<file path="config.mk">
export PLATFORM = sky130hd
export DESIGN_NAME = regfile_write_arbiter
export DESIGN_NICKNAME = d
export VERILOG_FILES = /design/src/rtl/regfile_write_arbiter.sv
export SDC_FILE = /design/constraint.sdc
export NUM_CORES = 1
export LEC_CHECK = 0
export CORE_ASPECT_RATIO = 1.2
export CORE_MARGIN = 1.5
export CORE_UTILIZATION = 44
export CTS_CLUSTER_DIAMETER = 40
export CTS_CLUSTER_SIZE = 25
export DETAILED_ROUTE_END_ITERATION = 16
export GPL_TIMING_DRIVEN = 0
export PLACE_DENSITY = 0.95
export SLEW_MARGIN = 20
export SYNTH_ARGS = -nofsm -noshare
export SYNTH_HDL_FRONTEND = slang
export SYNTH_HIERARCHICAL = 1
export SYNTH_SLANG_ARGS = --single-unit
</file>
<file path="constraint.sdc">
create_clock -name clk -period 9.8 [get_ports clk]
set_input_delay 0.98 -clock clk [delete_from_list [all_inputs] [get_ports clk]]
set_output_delay 0.98 -clock clk [all_outputs]
set_load 0.05 [all_outputs]
</file>
<file path="src/rtl/regfile_write_arbiter.sv">
// Round-robin arbiter sharing the register-file write port among NUM_REQ writeback sources.
// Define REGFILE_ARB_FIXED_PRIO_EN for fixed priority (lowest valid index wins, no pointer register).
module regfile_write_arbiter #(
  parameter int NUM_REQ = 3,
  parameter int ADDR_W  = 5,
  parameter int DATA_W  = 32
) (
  input  logic                      clk,
  input  logic                      rst,
  input  logic [NUM_REQ-1:0]        req_valid,
  input  logic [NUM_REQ*ADDR_W-1:0] req_addr,
  input  logic [NUM_REQ*DATA_W-1:0] req_data,
  output logic [NUM_REQ-1:0]        req_ready,
  input  logic                      wr_stall,
  output logic                      wr_en,
  output logic [ADDR_W-1:0]         wr_addr,
  output logic [DATA_W-1:0]         wr_data,
  output logic [(2**ADDR_W)-1:0]    busy,
  output logic [15:0]               drop_cnt
);

  localparam int IDX_W = $clog2(NUM_REQ);

  logic                   slot_valid_r;
  logic [ADDR_W-1:0]      wr_addr_r;
  logic [DATA_W-1:0]      wr_data_r;
  logic [15:0]            drop_cnt_r;

  logic                   wr_en_s;
  logic                   can_accept_s;
  logic                   grant_any_s;
  logic [IDX_W-1:0]       grant_idx_s;
  logic [ADDR_W-1:0]      sel_addr_s;
  logic [DATA_W-1:0]      sel_data_s;
  logic                   hs_s;
  logic [NUM_REQ-1:0]     req_ready_s;
  logic [(2**ADDR_W)-1:0] busy_s;
  int                     dist_s;
  int                     best_s;

`ifndef REGFILE_ARB_FIXED_PRIO_EN
  logic [IDX_W-1:0]       last_r;
`endif

  assign wr_en_s      = slot_valid_r & ~wr_stall;
  assign can_accept_s = ~slot_valid_r | wr_en_s;
  assign hs_s         = grant_any_s & can_accept_s;

  // Winner search: each valid requester gets a priority distance, the smallest distance wins
  always_comb begin
    grant_any_s = 1'b0;
    grant_idx_s = '0;
    sel_addr_s  = '0;
    sel_data_s  = '0;
    best_s      = NUM_REQ;
    dist_s      = 0;
    for (int i = 0; i < NUM_REQ; i++) begin
`ifdef REGFILE_ARB_FIXED_PRIO_EN
      dist_s = i;
`else
      // distance from the slot just after the last granted index, wrapping
      dist_s = (i > int'(last_r)) ? (i - int'(last_r) - 1)
                                  : (i - int'(last_r) - 1 + NUM_REQ);
`endif
      if (req_valid[i] && (dist_s < best_s)) begin
        best_s      = dist_s;
        grant_any_s = 1'b1;
        grant_idx_s = IDX_W'(i);
        sel_addr_s  = req_addr[i*ADDR_W +: ADDR_W];
        sel_data_s  = req_data[i*DATA_W +: DATA_W];
      end else begin
        best_s      = best_s;
      end
    end
  end

  // One-hot ready toward the winner, gated by slot availability
  always_comb begin
    req_ready_s = '0;
    if (grant_any_s) begin
      req_ready_s[grant_idx_s] = can_accept_s;
    end else begin
      req_ready_s = '0;
    end
  end

  // Write slot, drop counter and round-robin pointer
  always_ff @(posedge clk) begin
    if (rst) begin
      slot_valid_r <= 1'b0;
      wr_addr_r    <= '0;
      wr_data_r    <= '0;
      drop_cnt_r   <= 16'h0000;
`ifndef REGFILE_ARB_FIXED_PRIO_EN
      last_r       <= IDX_W'(NUM_REQ - 1);
`endif
    end else begin
      if (hs_s) begin
`ifndef REGFILE_ARB_FIXED_PRIO_EN
        last_r <= grant_idx_s;
`endif
        if (sel_addr_s != '0) begin
          slot_valid_r <= 1'b1;
          wr_addr_r    <= sel_addr_s;
          wr_data_r    <= sel_data_s;
        end else begin
          // register 0 is hardwired: consume the request, count it, never write it
          if (drop_cnt_r != 16'hFFFF) begin
            drop_cnt_r <= drop_cnt_r + 16'd1;
          end else begin
            drop_cnt_r <= drop_cnt_r;
          end
          if (wr_en_s) begin
            slot_valid_r <= 1'b0;
          end else begin
            slot_valid_r <= slot_valid_r;
          end
        end
      end else if (wr_en_s) begin
        slot_valid_r <= 1'b0;
      end else begin
        slot_valid_r <= slot_valid_r;
      end
    end
  end

  // Busy bitmap decoded from the slot registers only
  always_comb begin
    busy_s = '0;
    if (slot_valid_r) begin
      busy_s[wr_addr_r] = 1'b1;
    end else begin
      busy_s = '0;
    end
  end

  assign req_ready = req_ready_s;
  assign wr_en     = wr_en_s;
  assign wr_addr   = wr_addr_r;
  assign wr_data   = wr_data_r;
  assign busy      = busy_s;
  assign drop_cnt  = drop_cnt_r;

  regfile_write_arbiter_chk #(
    .NUM_REQ (NUM_REQ),
    .ADDR_W  (ADDR_W)
  ) u_chk (
    .clk       (clk),
    .rst       (rst),
    .req_valid (req_valid),
    .req_ready (req_ready_s),
    .wr_stall  (wr_stall),
    .wr_en     (wr_en_s),
    .wr_addr   (wr_addr_r),
    .busy      (busy_s)
  );

endmodule

// Protocol checker: grant shape, stall hold-off and busy bitmap consistency.
module regfile_write_arbiter_chk #(
  parameter int NUM_REQ = 3,
  parameter int ADDR_W  = 5
) (
  input logic                   clk,
  input logic                   rst,
  input logic [NUM_REQ-1:0]     req_valid,
  input logic [NUM_REQ-1:0]     req_ready,
  input logic                   wr_stall,
  input logic                   wr_en,
  input logic [ADDR_W-1:0]      wr_addr,
  input logic [(2**ADDR_W)-1:0] busy
);

  a_ready_onehot: assert property (@(posedge clk) disable iff (rst)
    $onehot0(req_ready));

  a_ready_needs_valid: assert property (@(posedge clk) disable iff (rst)
    ((req_ready & ~req_valid) == '0));

  a_stall_blocks: assert property (@(posedge clk) disable iff (rst)
    (wr_stall && (busy != '0)) |-> ((req_ready == '0) && !wr_en));

  a_busy_single: assert property (@(posedge clk) disable iff (rst)
    $onehot0(busy));

  a_write_is_busy: assert property (@(posedge clk) disable iff (rst)
    wr_en |-> busy[wr_addr]);

endmodule

</file>
==> results of run 1 <==
==> state kept, by name, indices dropped and copies added, names as in the netlist <==
name / flops
wr_addr: 5
slot_valid_r: 1
last_r: 2
drop_cnt: 16
wr_data: 32
==> kinds of logic after synthesis <==
kind of cell / after synthesis
other: 1
XOR/XNOR: 2
flip-flops: 56
AO/OA/AOI/OAI: 168
buffers and inverters: 63
multiplexers: 3
adder cells (fa/ha/maj): 18
AND/OR/NAND/NOR: 237
==> critical path: stages <==
cell and delay (ns):
clkdlybuf4s50_1 0.54, and2_1 0.15, clkbuf_1 0.30, clkbuf_1 0.42, nand2_1 0.20, ha_1 0.38, nand3_1 0.16, nor2_1 0.07
nor3_1 0.41, clkbuf_1 0.40, clkbuf_1 0.47, a21boi_0 0.19, ha_1 0.33, nand4b_1 0.19, or2_1 0.31, o221a_2 0.31
buf_2 0.20, buf_1 0.27, nor3_1 0.40, clkdlybuf4s50_1 0.87
==> cell usage in the layout (no fill, tap or decap), types with 2 or more instances in the layout <==
master / instances
clkdlybuf4s50_1: 205
and2_1: 5
o21a_1: 2
xnor2_1: 2
o31ai_1: 11
nand3b_1: 7
dfxtp_1: 56
a21o_1: 2
ha_1: 18
nand2_1: 16
and3_1: 40
nor2b_1: 5
or4_1: 48
a31oi_1: 2
or3b_2: 2
inv_6: 2
inv_1: 10
buf_2: 5
mux2i_1: 2
nor4_1: 2
buf_1: 2
o21ai_1: 41
a311o_1: 2
clkbuf_8: 5
or3_1: 3
clkbuf_1: 46
conb_1: 2
nand3_1: 14
a21oi_1: 55
nand4_1: 2
a211oi_1: 37
nor2_1: 84
o21ai_0: 2
nor3_1: 6
==> per-layer routing <==
metal / wire (um) / vias up / GRT usage
met4: 610 / 0 / 0.136
met3: 1610 / 56 / 0.0657
li1: - / 2462 / -
met5: 0 / - / 0
met1: 5880 / 2429 / 0.357
met2: 8030 / 341 / 0.592
==> area by class of cell <==
class | count | area [um2] | share of cell area
timing repair buffer | 205 | 2050 | 0.326
inverter | 10 | 37.5 | 0.00597
clock inverter | 3 | 25.0 | 0.00398
tap | 117 | 146 | 0.0233
sequential | 56 | 1120 | 0.178
multi-input combinational | 430 | 2630 | 0.418
buffer | 53 | 205 | 0.0326
clock buffer | 5 | 68.8 | 0.0109
==> worst min-delay path by stage <==
stage                                   startpoint                  endpoint  slack, ns  cells after the start
after global placement    wr_data[26]$_SDFFE_PP0P_  wr_data[26]$_SDFFE_PP0P_       0.47                      2
final                      wr_data[3]$_SDFFE_PP0P_   wr_data[3]$_SDFFE_PP0P_       0.50                      2
after floorplan             last_r[0]$_SDFFE_PP0P_    last_r[0]$_SDFFE_PP0P_       0.56                      2
after CTS                  wr_data[3]$_SDFFE_PP0P_   wr_data[3]$_SDFFE_PP0P_       0.49                      2
after global routing       wr_data[3]$_SDFFE_PP0P_   wr_data[3]$_SDFFE_PP0P_       0.51                      2
after detailed placement  wr_data[20]$_SDFFE_PP0P_  wr_data[20]$_SDFFE_PP0P_       0.48                      2
==> stage by stage <==
stage               instance area, um2  cells  power (mW)  utilization  hold WS [ns]
detailed placement                6190    871        1.81        0.711         0.478
CTS                               6280    879        1.95        0.722         0.495
finish                            6280    879        1.98        0.722         0.495
global route                      6280    879        2.09        0.722         0.508
global placement                  6190    871        1.78        0.711         0.470
floorplan                         3990    549        1.35            -         0.561
==> power by group <==
group | internal [mW] | switching, mW
logic | 0.503 | 0.967
clock network | 0.0524 | 0.0868
registers | 0.312 | 0.0598
==> Implementation_results.wiki, run 1 <==
{| class="wikitable"
! Metric !! Value
|-
| Run status || completed
|-
| Final HPWL from detailed placement || 13000 um
|-
| Adder-cell share of the synthesized area || 0.0565
|-
| Overall die area || about 9600 um2
|-
| Via count of the routed design || ~5300
|-
| Number of inserted filler cells in the final layout || 718
|-
| Register area share after synthesis || 0.281
|-
| Logic depth of the worst register-to-register path || 22
|-
| Crit start category || input port
|-
| Ys async rst share || 0
|-
| Worst clock skew || between 0.015 and 0.02 ns
|-
| Total congestion overflow after global routing || 0
|-
| Post-synthesis xor/xnor area fraction || 0.00439
|-
| Post-Synthesis Cells || 548
|-
| Global-route wire length before repair || ~25000 um
|-
| Ranking of synthesized cells by area || dfxtp_1, or4_1, nor2_1, a211oi_1, a21oi_1
|-
| Post-route antenna net violation count || 0
|-
| Post-synth top area cell || dfxtp_1
|-
| DRT Pass-1 Iters || 6
|-
| Cell Rows || 37
|-
| Max-capacitance violation count || 0
|-
| Clock tree from TritonCTS || yes
|-
| Clock latency at the later pin of the worst-skew pair || 0.33 ns
|-
| Detailed-route vias per instance || about 6.0
|-
| Final worst-path setup slack || between 1 and 1.5 ns
|-
| Number of remaining DRC errors || 0
|-
| Critical path arrival || roughly 7.5 ns
|-
| Timing endpoint of the critical path || req_ready[0]
|-
| Top fanout value on the critical path || 10
|-
| Post-synth design cell area || around 4000 um2
|-
| Fraction of final layout cells with drive strength greater than 1 || 0.0249
|-
| Inserted Clock Buffers || 5
|-
| Post-layout minimum cycle time || between 8 and 9 ns
|-
| 1st-iter DRT viols || ~420
|-
| Number of flops mapped to enable cells by yosys || 0
|-
| Setup slack of the most critical reg-to-reg path || about 2.6 ns
|-
| Worst-case vdd ir drop || roughly 190 uV
|-
| Post-synthesis to final-layout area growth || 57.6%
|-
| Clk sinks || 56
|-
| Clock-pin slew reported for the worst setup and hold paths after clock tree synthesis || 0.11 ns
|-
| Boundary Pins || ~210
|-
| Critical Path End Type || primary output
|-
| Die X || 89.9 um
|-
| Final #Nets || 896
|-
| Leading cell type by number of instances after synthesis || nor2_1
|-
| Count of buffers inserted at the top-level ports || between 200 and 250
|-
| Core Box Area || 8700 um2
|-
| Number of failing setup endpoints in the final timing report || 0
|-
| Final hold vios || 0
|-
| Cell chosen for the clock root || clkbuf_8
|-
| Gp weighted congestion || approximately 1
|-
| Main combinational cell family by area after synthesis || simple AND/OR/NAND/NOR gates
|-
| Worst flop-to-flop path startpoint || last_r[0]$_SDFFE_PP0P_
|-
| Number of distinct standard cells referenced by the synthesized netlist || 49
|-
| Seq cells post-synth || 56
|-
| Synth warnings || 6
|-
| Maximum number of pins on one net before global-route repair || 20
|-
| Fraction of post-synthesis cell area in the top cell type by area || 0.281
|-
| End of the worst register-to-register path || wr_data[13]$_SDFFE_PP0P_
|-
| Primary FF master, synth || dfxtp_1
|-
| Transition time at the pin with the least slew margin || around 0.9 ns
|-
| CTS H-Tree Depth || 2
|-
| Final Slew Violations || 0
|-
| Start-to-end type of the worst setup path || input port to primary output
|-
| Setup Slack @ Placement || 1.51 ns
|-
| Count of hold buffers inserted by post-cts repair || 0
|-
| Worst hold path type || flop to flop
|-
| Crit. Startpoint || req_valid[0]
|-
| Leakage power total || around 2.2 nW
|-
| Wirelength, routed || 16100 um
|-
| Total inserted antenna cells || 0
|-
| Top cells by instance count after synthesis || nor2_1, dfxtp_1, a21oi_1
|-
| Max Root-Sink Buffers || 2
|-
| Portion of netlist area occupied by mux cells || 0.00784
|-
| Crit share post-route || 0.869
|-
| Starting density of the core || 0.458
|-
| Post_cts resized || 0
|-
| Vertical die dimension || about 110 um
|-
| Simple-gate area share of the yosys netlist || 0.322
|-
| Complex-gate fraction of the synthesized area || 0.267
|-
| Relative slew margins || 0.410
|-
| Setup fix buffers added after clock tree synthesis || 0
|-
| Unrepaired setup endpoints after global routing || false
|-
| Per-instance average area after synthesis || about 7.3 um2
|-
| Aggregate negative setup slack || 0 ns
|-
| Aggregate global-route resource usage || 0.321
|-
| DR WL/cell || approximately 18 um
|-
| Worst endpoint required time || 8.82 ns
|-
| Vias in the first global route || 5115
|-
| Power per cell area || 315 nW/um2
|-
| Maximum clock rate || 117 MHz
|-
| Number of antenna violations at the first check in global routing || 0
|}
Note: power is estimated with default switching activity, not from simulation.
==> run 2: changes to the inputs <==
Settings changed: CTS_CLUSTER_SIZE 25 to 40.
Clock period 9.8 ns to 10 ns, I/O delays scaled along.
==> results of run 2 <==
The final DEF is identical to that of run 1. Status: completed.
Among the figures that moved: setup slack after placement 1.51 ns -> 1.67 ns; setup slack after layout 1.28 ns -> 1.44 ns; register-to-register setup slack 2.62 ns -> 2.82 ns; total power 1.98 mW -> 1.94 mW; worst IR drop on VDD 185 uV -> 181 uV
==> run 3: changes to the inputs <==
Clock period 10 ns to 11.05 ns, I/O delays scaled along.
==> results of run 3 <==
The final DEF is identical to that of run 1. Status: completed.
Among the figures that moved: setup slack after placement 1.51 ns -> 2.51 ns; setup slack after layout 1.28 ns -> 2.28 ns; register-to-register setup slack 2.62 ns -> 3.87 ns; total power 1.98 mW -> 1.76 mW; worst IR drop on VDD 185 uV -> 164 uV
